$ cat config.mk
export PLATFORM = sky130hd
export DESIGN_NAME = fetch_stage
export DESIGN_NICKNAME = d
export VERILOG_FILES = /design/src/rtl/fetch_pkg.sv /design/src/rtl/fetch_stage_if_id_reg.sv /design/src/rtl/fetch_stage.sv
export SDC_FILE = /design/constraint.sdc
export NUM_CORES = 1
export LEC_CHECK = 0
export CAP_MARGIN = 10
export CORE_ASPECT_RATIO = 0.6
export CORE_MARGIN = 2
export CORE_UTILIZATION = 39
export CTS_CLUSTER_DIAMETER = 100
export DETAILED_ROUTE_END_ITERATION = 12
export PLACE_DENSITY_LB_ADDON = 0.08
export SETUP_SLACK_MARGIN = 0.05
export SLEW_MARGIN = 10
export SYNTH_ARGS = -nofsm -noshare
export SYNTH_HDL_FRONTEND = slang
export SYNTH_SLANG_ARGS = --single-unit
$ cat constraint.sdc
create_clock -name clk -period 2.11 [get_ports clk]
set_clock_uncertainty 0.1 [all_clocks]
set_input_delay 0.211 -clock clk [delete_from_list [all_inputs] [get_ports clk]]
set_output_delay 0.211 -clock clk [all_outputs]
set_load 0.02 [all_outputs]
$ cat src/rtl/fetch_pkg.sv
// Shared constants and state encoding for the instruction fetch stage.
// States are plain 2-bit constants so older decode/debug logic can compare raw codes.
package fetch_pkg;

  localparam int WORD_W = 16;

  localparam logic [WORD_W-1:0] NOP_INSTR_DEF = 16'h0800;
  localparam logic [WORD_W-1:0] RESET_PC_DEF  = 16'h0000;

  typedef logic [1:0] state_t;

  localparam state_t ST_RUN      = 2'd0;
  localparam state_t ST_WAIT_MEM = 2'd1;
  localparam state_t ST_HOLD     = 2'd2;
  localparam state_t ST_HALTED   = 2'd3;

  // Instructions are two bytes wide; the PC wraps naturally at 16 bits.
  function automatic logic [WORD_W-1:0] pc_plus2(input logic [WORD_W-1:0] pc);
    return pc + 16'd2;
  endfunction

endpackage

$ cat src/rtl/fetch_stage_if_id_reg.sv
// IF/ID pipeline register holding {instr, pc+2, valid} for the decode stage.
// Flush inserts a bubble and wins over load; with neither asserted the register holds.
module if_id_reg
  import fetch_pkg::*;
#(
  parameter logic [WORD_W-1:0] NOP_INSTR = NOP_INSTR_DEF
) (
  input  logic              clk,
  input  logic              rst,
  input  logic              load,
  input  logic              flush,
  input  logic [WORD_W-1:0] next_instr,
  input  logic [WORD_W-1:0] next_pc2,
  output logic [WORD_W-1:0] instr,
  output logic [WORD_W-1:0] pc2,
  output logic              valid
);

  always_ff @(posedge clk) begin
    if (rst || flush) begin
      instr <= NOP_INSTR;
      pc2   <= '0;
      valid <= 1'b0;
    end else if (load) begin
      instr <= next_instr;
      pc2   <= next_pc2;
      valid <= 1'b1;
    end
  end

endmodule

$ cat src/rtl/fetch_stage.sv
// IF stage: PC, imem request FSM, one-entry skid buffer for words arriving under a
// stall, and a pending-redirect register for branches resolved mid-access.
module fetch_stage
  import fetch_pkg::*;
#(
  parameter logic [WORD_W-1:0] RESET_PC  = RESET_PC_DEF,
  parameter logic [WORD_W-1:0] NOP_INSTR = NOP_INSTR_DEF
) (
  input  logic              clk,
  input  logic              rst,
  input  logic              reg_haz,
  input  logic              redirect,
  input  logic [WORD_W-1:0] redirect_pc,
  input  logic              halt_id,
  output logic              imem_rd,
  output logic [WORD_W-1:0] imem_addr,
  input  logic [WORD_W-1:0] imem_data,
  input  logic              imem_done,
  output logic [WORD_W-1:0] if_id_instr,
  output logic [WORD_W-1:0] if_id_pc2,
  output logic              if_id_valid,
  output logic              halted
);

  state_t            state, state_n;
  logic [WORD_W-1:0] pc, pc_n;
  logic              buf_valid, buf_valid_n;
  logic [WORD_W-1:0] buf_data, buf_data_n;
  logic              pend, pend_n;
  logic [WORD_W-1:0] pend_pc, pend_pc_n;
  logic              ifid_load, ifid_flush;
  logic              fetching, data_present;
  logic [WORD_W-1:0] data_word;

  assign fetching     = (state == ST_RUN) || (state == ST_WAIT_MEM);
  assign data_present = fetching ? imem_done : ((state == ST_HOLD) && buf_valid);
  assign data_word    = (state == ST_HOLD) ? buf_data : imem_data;

  assign imem_rd   = fetching;
  assign imem_addr = pc;
  assign halted    = (state == ST_HALTED);

  // Priority: redirect > halt > pending redirect > stall > normal flow.
  always_comb begin
    state_n     = state;
    pc_n        = pc;
    buf_valid_n = buf_valid;
    buf_data_n  = buf_data;
    pend_n      = pend;
    pend_pc_n   = pend_pc;
    ifid_load   = 1'b0;
    ifid_flush  = 1'b0;

    if (state == ST_HALTED) begin
      state_n = ST_HALTED;
    end else if (redirect) begin
      ifid_flush  = 1'b1;
      buf_valid_n = 1'b0;
      // Address must stay stable until the in-flight access completes.
      if ((state == ST_WAIT_MEM) && !imem_done) begin
        pend_n    = 1'b1;
        pend_pc_n = redirect_pc;
      end else begin
        pc_n    = redirect_pc;
        pend_n  = 1'b0;
        state_n = ST_RUN;
      end
    end else if (halt_id) begin
      ifid_flush  = 1'b1;
      buf_valid_n = 1'b0;
      pend_n      = 1'b0;
      state_n     = ST_HALTED;
    end else if (pend) begin
      ifid_flush = 1'b1;
      if (imem_done) begin
        pc_n    = pend_pc;
        pend_n  = 1'b0;
        state_n = ST_RUN;
      end
    end else if (reg_haz) begin
      if (state != ST_HOLD) begin
        if (imem_done) begin
          buf_valid_n = 1'b1;
          buf_data_n  = imem_data;
          state_n     = ST_HOLD;
        end else begin
          state_n = ST_WAIT_MEM;
        end
      end
    end else if (data_present) begin
      ifid_load   = 1'b1;
      pc_n        = pc_plus2(pc);
      buf_valid_n = 1'b0;
      state_n     = ST_RUN;
    end else begin
      ifid_flush = 1'b1;
      state_n    = (state == ST_HOLD) ? ST_RUN : ST_WAIT_MEM;
    end
  end

  always_ff @(posedge clk) begin
    if (rst) begin
      state     <= ST_RUN;
      pc        <= RESET_PC;
      buf_valid <= 1'b0;
      buf_data  <= '0;
      pend      <= 1'b0;
      pend_pc   <= '0;
    end else begin
      state     <= state_n;
      pc        <= pc_n;
      buf_valid <= buf_valid_n;
      buf_data  <= buf_data_n;
      pend      <= pend_n;
      pend_pc   <= pend_pc_n;
    end
  end

  if_id_reg #(
    .NOP_INSTR(NOP_INSTR)
  ) u_if_id (
    .clk       (clk),
    .rst       (rst),
    .load      (ifid_load),
    .flush     (ifid_flush),
    .next_instr(data_word),
    .next_pc2  (pc_plus2(pc)),
    .instr     (if_id_instr),
    .pc2       (if_id_pc2),
    .valid     (if_id_valid)
  );

endmodule

==> impl_summary.txt <==
----------------------------------------------------
[Pwr]
  Clock network fraction of design power ... 0.392
  Combinational share of power ... 0.160
  Sw Ratio ... 0.265
  Total power after layout ... 3800 uW
  Internal power of the cells ... 2790 uW
  Leakage power figure ... 0.00199 uW
  Power density cells ... 684 nW/um^2
  Max rail drop VDD ... 0.463 mV
  Share of power burned in registers ... 0.449
  Sw power ... 1010 uW

[Drt]
  Via count ... 3894
  WL final ... 11500 um
  Number of nets with antenna violations after detailed routing ... 0
  TritonRoute pass-1 iters ... 5
  DRC viols ... 0
  Number of vias per cell after detailed routing ... 5.32
  Average wire length per cell after detail routing ... 15.7 um
  Number of design-rule violations left by the first detailed-router iteration ... 265

[Timing]
  Unrepaired setup endpoints after global routing ... false
  Final-report setup violation count ... 0
  Slew margin rel. ... 0.693
  Hold Fails Final Rpt ... 0
  Max-slew violation count ... 0
  Crit share post-route ... 0.888
  Aggregate negative setup slack ... 0 ns
  Upper clock frequency limit ... 534 MHz
  Worst slew pin tran ... 0.455 ns
  Shortest clock period the worst path allows after layout ... 1.87 ns

[Place]
  Cell count after placement ... 716
  Placer Congestion ... 0.873
  Number of I/O port buffers ... 88
  HPWL after detailed placement ... 8340 um

[Global routing]
  Maximum number of pins on one net before global-route repair ... 42
  Number of global-route vias before repair ... 3765
  Wire length of the first global-routing pass ... 18700 um
  Grt total ovfl ... 0
  Global Route Usage Sum ... 0.207
  Number of antenna violations at the first check in global routing ... 0

[Clocking]
  Deepest clock path buffer count ... 2
  Clock edge transition at the registers on the reported setup and hold paths ... 0.06 ns
  Clock root buffer ... sky130_fd_sc_hd__clkbuf_16
  Post-CTS setup buffers ... 0
  CTS buffer count ... 9
  TritonCTS clock tree ... yes
  Count of clock tree sinks ... 85
  Insertion delay to the later sink of the worst-skew pair ... 0.34 ns
  Maximum level of the CTS H-tree ... 3
  Number of hold buffers added after CTS ... 0

[Hold path]
  Min-Delay Path Depth ... 2
  Class of the tightest hold or removal check ... input port to flip-flop
  Critical hold path startpoint ... rst
  Hold endpoint ... pend

[Die]
  Die Ht ... 83.6 um
  IO Pins ... 89
  Area of the core ... 10100 sq um
  Number of placement rows ... 28
  Die footprint ... 11400 sq um
  Initial core utilization ... 0.410
  Die Width ... 137 um

[Yosys]
  Post-synth design cell area ... 4120 sq um
  Post-Synthesis Cells ... 496
  Cell type with the highest aggregate area in the netlist ... sky130_fd_sc_hd__dfxtp_1
  Library cell with the highest instance count after synthesis ... sky130_fd_sc_hd__nand2_1
  Library cells used by synthesis ... 55
  Leading cell types by count after synthesis ... sky130_fd_sc_hd__nand2_1, sky130_fd_sc_hd__dfxtp_1, sky130_fd_sc_hd__a21oi_1, sky130_fd_sc_hd__nor2_1, sky130_fd_sc_hd__mux2i_1
  Post-synthesis area per instance ... 8.30 sq um
  Register bit count reported by yosys ... 85
  Yosys synthesis warning count ... 0
  Synth Net Count ... 535
  Number of enable flip-flop cells after synthesis ... 0
  Synth top area share ... 0.413
  Primary FF master, synth ... sky130_fd_sc_hd__dfxtp_1
  Top post-synthesis cells by area ... sky130_fd_sc_hd__dfxtp_1, sky130_fd_sc_hd__nand2_1, sky130_fd_sc_hd__a21oi_1
  Register area share after synthesis ... 0.413
  Asr flop ratio synth ... 0

[Worst setup path]
  Critical path required time ... 1.80 ns
  Top cell family by delay on the critical path ... buffers and inverters
  Slowest library cell on the worst path ... sky130_fd_sc_hd__clkdlybuf4s50_1
  CP max FO ... 5
  Cell breakdown of the critical path ... buf_4 -> clkdlybuf4s50_1
  Number of buffer and inverter stages on the critical path ... 2
  FF-to-FF Start ... state[0]
  Reg2Reg Setup Slack ... 0.25 ns
  Longest individual stage delay on the worst path ... 0.61 ns
  Crit path DAT ... 1.56 ns
  Worst setup path class ... flip-flop to output pin
  Path depth of the worst reg2reg path ... 7
  Element type at the critical path end ... output pin
  Type of element launching the critical path ... flip-flop
  Capture point of the worst reg-to-reg path ... imem_addr[11]

[Final layout]
  Area growth from synthesis to layout ... 35.0%
  Final Non-Filler Cells ... 732
  N_diodes ... 0
  Post-layout nets ... 631
  Share of post-route cells with drive strength above 1 ... 0.139

[Run status]
  Run status ... finished clean

[Job]
  Max Cap Violations ... 0

----------------------------------------------------
-- repair_timing --
item,4_1_cts,5_1_grt
gates cloned,0,0
resized for setup,1,1
endpoints found under the setup margin,1,1
-- power by group through the flow --
stage / registers (uW) / logic [uW] / clock network (uW)
CTS: 1700 / 610 / 1540
floorplan: 1760 / 313 / 0
finish: 1710 / 607 / 1490
detailed placement: 1740 / 606 / 0
global route: 1710 / 660 / 1590
global placement: 1740 / 603 / 0
-- how the worst max path moves through the flow --
stage	to	cells past startpoint	slack (ns)	from
CTS	imem_rd	3	0.07	state[1]
floorplan	imem_addr[15]	6	0.30	imem_addr[1]
finish	imem_addr[5]	2	0.24	imem_addr[5]
detailed placement	imem_addr[1]	6	-0.02	imem_done
global route	u_if_id.instr[14]	7	0.12	redirect
global placement	imem_addr[9]	6	0.02	imem_done
-- sequential cells by signal, indices dropped and copies added (netlist names) --
name	cells
u_if_id.instr	16
u_if_id.valid	1
buf_data	16
buf_valid	1
state	2
pend_pc	16
u_if_id.pc2	16
imem_addr	16
pend	1
-- layer usage --
| layer | GRT usage | wire [um] | vias to the layer above |
|---|---|---|---|
| met1 | 0.287 | 5630 | 1860 |
| met5 | 0 | 0 | - |
| li1 | - | - | 1912 |
| met4 | 0.0644 | 159 | 0 |
| met2 | 0.314 | 5020 | 109 |
| met3 | 0.0553 | 672 | 13 |
-- logic make-up after synthesis --
kind of cell	Yosys count	synth area share
xor gates and xnor gates	13	0.0277
muxes	21	0.0514
AOI/OAI and AO/OA	128	0.217
and+or+nand+nor	206	0.234
DFF	85	0.413
adders and majority gates	1	0.00304
buffers and inverters	42	0.0532
-- metrics by stage --
| step | hold WS (ns) | instance area [sq um] | worst slack, ns | utilization |
|---|---|---|---|---|
| 6_report | 0.143 | 5560 | 0.237 | 0.553 |
| 5_1_grt | 0.161 | 5560 | 0.117 | 0.553 |
| 4_1_cts | 0.137 | 5560 | 0.0706 | 0.553 |
| 3_5_place_dp | 0.344 | 5280 | -0.0221 | 0.525 |
| 3_3_place_gp | 0.339 | 5280 | 0.0214 | 0.525 |
| 2_1_floorplan | 0.247 | 4120 | 0.295 | - |
-- cell usage in the layout, fill, tap and decap left out, types with 6 or more instances in the layout --
master / Yosys / routed
sky130_fd_sc_hd__clkbuf_16: 0 / 9
sky130_fd_sc_hd__o211ai_1: 6 / 6
sky130_fd_sc_hd__a211oi_1: 13 / 13
sky130_fd_sc_hd__nand2_1: 109 / 109
sky130_fd_sc_hd__o21ai_1: 9 / 9
sky130_fd_sc_hd__a211oi_2: 18 / 18
sky130_fd_sc_hd__nor2_1: 50 / 50
sky130_fd_sc_hd__buf_4: 7 / 28
sky130_fd_sc_hd__dfxtp_1: 85 / 85
sky130_fd_sc_hd__clkdlybuf4s50_1: 0 / 85
sky130_fd_sc_hd__o21ai_0: 9 / 9
sky130_fd_sc_hd__xnor2_1: 9 / 9
sky130_fd_sc_hd__nand3_1: 6 / 6
sky130_fd_sc_hd__mux2i_1: 20 / 20
sky130_fd_sc_hd__a21oi_1: 55 / 55
-- cell type report --
type | instances | area [sq um]
repair buffers | 121 | 1190
clock inverters | 3 | 20.0
fillers | 913 | 4500
well taps | 135 | 169
clock buffers | 13 | 260
inverters | 6 | 22.5
multi-input cells | 369 | 2200
flip-flops and latches | 85 | 1700
No activity file was read; power rests on OpenSTA's default activity.
==> edit 1 (config.mk and constraints unchanged) <==
`buf_data` no longer has a reset.
--- a/src/rtl/fetch_stage.sv
+++ b/src/rtl/fetch_stage.sv
@@ -103,17 +103,19 @@
       state     <= ST_RUN;
       pc        <= RESET_PC;
       buf_valid <= 1'b0;
-      buf_data  <= '0;
       pend      <= 1'b0;
       pend_pc   <= '0;
     end else begin
       state     <= state_n;
       pc        <= pc_n;
       buf_valid <= buf_valid_n;
-      buf_data  <= buf_data_n;
       pend      <= pend_n;
       pend_pc   <= pend_pc_n;
     end
+  end
+
+  always_ff @(posedge clk) begin
+    buf_data <= buf_data_n;
   end
 
   if_id_reg #(
Check against the original RTL: same outputs for any inputs over 4 cycles, from zero or initial values and one cycle with rst high; that may be too few to reach the edited logic, so the function may still have changed.
==> edit 1 against the unedited design <==
Routed wire length down 5.5%; sequential cell count is the same; worst setup slack worse by 0.077 ns; cell area barely moved; cell count fell by 6.6%; total power fell by 2.6%; area after synthesis shrank 0.18%; sequential share of layout area increased by 2.9 points; critical endpoint is now imem_addr[10]$_SDFFE_PP0P_.
==> edit 1: results (changes against the unedited design) <==
{
  "synthTopCellsByArea": {"value": "dfxtp_1 34%, edfxtp_1 12%, nand2_1 6.2%", "change": "was dfxtp_1 41%, nand2_1 9.9%, a21oi_1 6.7%"},
  "dr.pass1.iters": {"value": 5, "change": "unchanged"},
  "share_of_final_layout_standard_cells_stronger_than_drive_strength_1": {"value": 15.1, "unit": "%", "change": "was 13.9%"},
  "clk_pin_slew": {"value": 0.06, "unit": "ns", "change": "about the same"},
  "grt_pass1_wl": {"value": 17500, "unit": "um", "change": "was 18,700 um"},
  "dpl.hpwl": {"value": 8060, "unit": "um", "change": "was 8340 um"},
  "number_of_cts_inserted_buffers": {"value": 9, "change": "unchanged"},
  "first_iter_violations": {"value": 230, "change": "was 265"},
  "finalWirelength": {"value": 10800, "unit": "um", "change": "was 11,500 um"},
  "synth-async-reset-ratio": {"value": 0, "unit": "%", "change": "unchanged"},
  "synth.distinct_cells": {"value": 61, "change": "was 55"},
  "synthCells": {"value": 446, "change": "was 496"},
  "grt_max_degree": {"value": 39, "change": "was 42"},
  "hp-class": {"value": "reg -> reg", "change": "was in -> reg"},
  "post_cts_buffers": {"value": 0, "change": "unchanged"},
  "maxSlewViolCount": {"value": 0, "change": "unchanged"},
  "power.net_switching": {"value": 961, "unit": "uW", "change": "was 1.01 mW"},
  "timing.critical_path.fanout_max": {"value": 7, "change": "was 5"},
  "placedCellCount": {"value": 668, "change": "was 716"},
  "synth-edff-count": {"value": 16, "change": "was 0"},
  "routed_via_density": {"value": 5.17, "change": "was 5.32"},
  "port_buf_inserts": {"value": 88, "change": "unchanged"},
  "yosysWarnings": {"value": 0, "change": "unchanged"},
  "syn_nets": {"value": 485, "change": "was 535"},
  "wire_per_inst": {"value": 15.9, "unit": "um", "change": "was 15.7 um"},
  "maxSlewHeadroom": {"value": 70.0, "unit": "%", "change": "was 69.3%"},
  "power.leakage": {"value": 1.98, "unit": "nW", "change": "was 1.99 nW"},
  "final_hold_viol_count": {"value": 0, "change": "unchanged"},
  "grt_util_all_layers": {"value": 19.4, "unit": "%", "change": "was 20.7%"},
  "antenna-diode-count": {"value": 0, "change": "unchanged"},
  "number_of_global_route_vias_before_repair": {"value": 3355, "change": "was 3,765"},
  "max-clock-path-buffers": {"value": 2, "change": "unchanged"},
  "post_cts_resize_count": {"value": 0, "change": "was 1"},
  "placer_congestion_estimate": {"value": 0.873, "change": "about the same"},
  "critPathArrivalTime": {"value": 2.06, "unit": "ns", "change": "was 1.56 ns"},
  "insertion_delay": {"value": 0.33, "unit": "ns"},
  "peakVddDrop": {"value": 0.411, "unit": "mV", "change": "was 0.463 mV"},
  "synthTopCellsByCount": {"value": "69 x dfxtp_1, 68 x nand2_1, 48 x nor2_1", "change": "was 109 x nand2_1, 85 x dfxtp_1, 55 x a21oi_1"},
  "root_buffer": {"value": "clkbuf_16", "change": "unchanged"},
  "finish.net_count": {"value": 583, "change": "was 631"},
  "result_of_the_run": {"value": "finished clean", "change": "unchanged"},
  "synth_sequential_area_ratio": {"value": 45.3, "unit": "%", "change": "was 41.3%"}
}
[edit 1: changes by cell type after synthesis, sizes merged, moves of 3 or more]
| cell | unedited run | this run |
|---|---|---|
| a21oi | 56 | 39 |
| clkbuf | 14 | 11 |
| dfxtp | 85 | 69 |
| edfxtp | 0 | 16 |
| inv | 6 | 9 |
| nand2 | 109 | 68 |
| nand2b | 6 | 3 |
| nand3 | 6 | 9 |
| nand4 | 6 | 3 |
| nor3 | 6 | 14 |
| o211ai | 7 | 3 |
| o21a | 0 | 3 |
| o21ai | 18 | 25 |
[edit 1: cell families (layout without fill, tap and decap cells)]
group / count (synthesis) / after routing / share of synthesized area (%)
AO/OA/AOI/OAI: 117 / 117 / 21.1
flip-flops: 85 / 85 / 45.3
XOR/XNOR: 12 / 12 / 2.56
adder cells (fa/ha/maj): 1 / 1 / 0.304
multiplexers: 21 / 21 / 5.14
AND/OR/NAND/NOR: 167 / 167 / 20.0
buffers and inverters: 43 / 146 / 5.63
[edit 1: through the flow]
step                TNS (ns)  instance area (um2)  hold WS (ns)  worst slack, ns
finish                     0                 5560         0.354            0.160
global route               0                 5560         0.370           0.0596
CTS                        0                 5560         0.349           0.0752
detailed placement     -1.59                 5300         0.348          -0.0941
global placement      -0.365                 5300         0.342          -0.0238
floorplan                  0                 4130         0.210           0.0961
[edit 1: critical path: stages (launching register included)]
cell and delay (ns):
dfxtp_1 0.51, nand4_2 0.23, or2_1 0.42, a2111oi_4 0.31, o21ai_1 0.12, nor4b_4 0.14
[edit 1: cell type report]
type	instances	area, um2
clock buffer	10	229
clock inverter	6	30.0
fill	900	4500
multi-input combinational	318	2050
inverter	10	37.5
sequential	85	1860
tap	135	169
timing repair buffer	120	1180
[edit 1: per-layer routing]
layer	part of all wire [%]	track usage, %	wire, um	up-vias
met5	0	0	0	-
met4	0.46	3.50	50	0
met3	5.8	5.22	632	7
met2	43	28.2	4680	96
met1	51	28.8	5490	1658
li1	-	-	-	1777
[edit 1: power by group through the flow]
stage / sequential [mW] / clock (mW) / combinational, mW
after floorplan: 1.80 / 0 / 0.275
after global placement: 1.78 / 0 / 0.550
after detailed placement: 1.78 / 0 / 0.557
after CTS: 1.74 / 1.44 / 0.559
after global routing: 1.75 / 1.51 / 0.603
final: 1.75 / 1.40 / 0.556
[edit 1: path summary, 6_finish.rpt]
path	from	endpoint	slack, ns	cells after the start
setup / recovery	imem_addr[4]$_SDFFE_PP0P_	imem_addr[10]$_SDFFE_PP0P_	0.16	5
hold / removal	pend_pc[0]$_SDFFE_PP0N_	pend_pc[0]$_SDFFE_PP0N_	0.35	2
setup reg to reg	imem_addr[4]$_SDFFE_PP0P_	imem_addr[10]$_SDFFE_PP0P_	0.16	5
hold reg to reg	pend_pc[0]$_SDFFE_PP0N_	pend_pc[0]$_SDFFE_PP0N_	0.35	2
==> edit 2 (same flow settings) <==
Made on the original files. Set the package constant `WORD_W` to 24 (it was 16).
--- a/src/rtl/fetch_pkg.sv
+++ b/src/rtl/fetch_pkg.sv
@@ -2,7 +2,7 @@
 // States are plain 2-bit constants so older decode/debug logic can compare raw codes.
 package fetch_pkg;
 
-  localparam int WORD_W = 16;
+  localparam int WORD_W = 24;
 
   localparam logic [WORD_W-1:0] NOP_INSTR_DEF = 16'h0800;
   localparam logic [WORD_W-1:0] RESET_PC_DEF  = 16'h0000;
Ports: changed (5 resized); port bits go from 89 to 129. The function was not compared with the original's and may differ.
==> edit 2 against the unedited design <==
Cell area up 49%; sequential cell count up 40; total power up 70%; worst setup slack worse by 0.082 ns; sequential power up 46%; routed wire length up 61%; area after synthesis up 41%; combinational power up 49%; critical path type is now reg -> reg; critical endpoint is now u_if_id.pc2[15]$_SDFFE_PP0P_.
==> edit 2: results (changes against the unedited design) <==
{
  "result_of_the_run": {"value": "finished clean", "change": "unchanged"},
  "muxShareOfSynthArea": {"value": 4.69, "unit": "%", "change": "was 5.14%"},
  "synth_compound_area_share": {"value": 22.9, "unit": "%", "change": "was 21.7%"},
  "finalWirelength": {"value": 18500, "unit": "um", "change": "was 11,500 um"},
  "synthTopCellsByCount": {"value": "139 x nand2_1, 125 x dfxtp_1, 90 x a21oi_1", "change": "was 109 x nand2_1, 85 x dfxtp_1, 55 x a21oi_1"},
  "fill_cells": {"value": 1305, "change": "was 913"},
  "wire_per_inst": {"value": 17.0, "unit": "um", "change": "was 15.7 um"},
  "grt_util_all_layers": {"value": 23.9, "unit": "%", "change": "was 20.7%"},
  "finish.net_count": {"value": 929, "change": "was 631"},
  "synthTopCellsByArea": {"value": "dfxtp_1 43%, nand2_1 9.0%, a21oi_1 7.8%", "change": "was dfxtp_1 41%, nand2_1 9.9%, a21oi_1 6.7%"},
  "peakVddDrop": {"value": 0.423, "unit": "mV", "change": "was 0.463 mV"},
  "worst_pin_slew": {"value": 0.578, "unit": "ns", "change": "was 0.455 ns"},
  "port_buf_inserts": {"value": 128, "change": "was 88"},
  "share_of_final_layout_standard_cells_stronger_than_drive_strength_1": {"value": 12.4, "unit": "%", "change": "was 13.9%"},
  "number_of_cts_inserted_buffers": {"value": 17, "change": "was 9"},
  "synth_xor_area_share": {"value": 3.18, "unit": "%", "change": "was 2.77%"},
  "syn_nets": {"value": 774, "change": "was 535"},
  "power.leakage": {"value": 3.07, "unit": "nW", "change": "was 1.99 nW"},
  "critPathArrivalTime": {"value": 2.18, "unit": "ns", "change": "was 1.56 ns"},
  "insertion_delay": {"value": 0.41, "unit": "ns", "change": "was 0.34 ns"},
  "timing.critical_path.fanout_max": {"value": 17, "change": "was 5"},
  "cts_max_level": {"value": 4, "change": "was 3"},
  "placer_congestion_estimate": {"value": 0.912, "change": "was 0.873"},
  "finalHoldWorstSlack": {"value": 0.159, "unit": "ns", "change": "was 0.143 ns"},
  "synth_fa_ha_area_share": {"value": 0.216, "unit": "%", "change": "was 0.304%"},
  "placed_cell_area": {"value": 7600, "unit": "um2", "change": "was 5280 um2"},
  "dpl.hpwl": {"value": 13300, "unit": "um", "change": "was 8340 um"},
  "per_instance_average_area_after_synthesis": {"value": 8.05, "unit": "um2", "change": "was 8.30 um2"},
  "grt_pass1_wl": {"value": 29700, "unit": "um", "change": "was 18,700 um"},
  "number_of_global_route_vias_before_repair": {"value": 5657, "change": "was 3,765"},
  "first_iter_violations": {"value": 423, "change": "was 265"}
}
==> edit 2: cell count changes after synthesis, moves of 6 or more <==
cell      unedited run  this run
xor2_1               4        12
dfxtp_1             85       125
clkbuf_1            14        31
nor2_1              50        73
nand3_1              6        13
nand2_1            109       139
a211oi_2            18         1
o21ai_1              9         3
mux2i_1             20        26
a21oi_1             55        90
a211oi_1            13        48
o21ai_0              9        23
==> edit 2: worst max-delay path, stage by stage, from the launching register on <==
cell and delay [ns]:
dfxtp_1 0.42, nand4_2 0.30, nor2_1 0.29, buf_12 0.19
nand4_1 0.14, xor2_1 0.19, a211oi_1 0.23
==> edit 2: what timing repair did <==
item	4_1_cts	5_1_grt
setup endpoints to repair	2	43
cloned	0	0
hold buffers	0	0
endpoints found under the hold margin	0	0
buffers inserted	0	2
pin swaps	0	1
gates resized for setup	2	6
==> edit 2: final cells by class <==
| type | instances | area [um2] | share of cell area (%) |
|---|---|---|---|
| Clock buffer | 18 | 429 | 5.20 |
| Multi-Input combinational cell | 530 | 3030 | 36.7 |
| Clock inverter | 14 | 183 | 2.21 |
| Timing Repair Buffer | 190 | 1830 | 22.1 |
| Inverter | 10 | 37.5 | 0.455 |
| Tap cell | 198 | 248 | 3.00 |
| Sequential cell | 125 | 2500 | 30.3 |
==> edit 2: logic make-up after synthesis <==
group,after synthesis
AND/OR/NAND/NOR,273
AO/OA/AOI/OAI,208
flip-flops,125
buffers and inverters,64
multiplexers,27
XOR/XNOR,21
adder cells (fa/ha/maj),1
==> edit 2: layer usage <==
metal	part of all wire, %	vias up	routed length (um)	GRT usage, %
met5	0	-	0	0
met4	1.2	0	213	6.18
met3	7.8	18	1440	6.20
met2	43	193	7910	35.6
met1	48	2732	8930	34.4
li1	-	2849	-	-
==> edit 2: power by group <==
part	total, mW	leakage, nW	internal [mW]	switching [mW]
Clock	3.07	0.295	1.89	1.18
Combinational	0.903	1.76	0.417	0.487
Sequential	2.49	1.01	2.43	0.0599
Total	6.46	3.07	4.73	1.73
==> edit 2: per-stage QoR <==
stage / setup TNS (ns) / setup slack (ns)
after CTS: 0 / 0.116
after floorplan: 0 / 0.0511
after detailed placement: -4.58 / -0.156
after global placement: -2.68 / -0.0821
final: 0 / 0.154
after global routing: 0 / 0.0544
==> edit 2: worst paths after layout <==
path	startpoint	end	depth (start not counted)
worst min register to register	buf_data[14]$_SDFFE_PP0P_	buf_data[14]$_SDFFE_PP0P_	2
worst min-delay path	rst	u_if_id.instr[11]$_SDFFE_PP1P_	3
worst max register to register	imem_addr[8]$_SDFFE_PP0P_	u_if_id.pc2[15]$_SDFFE_PP0P_	6
worst max-delay path	imem_addr[8]$_SDFFE_PP0P_	u_if_id.pc2[15]$_SDFFE_PP0P_	6
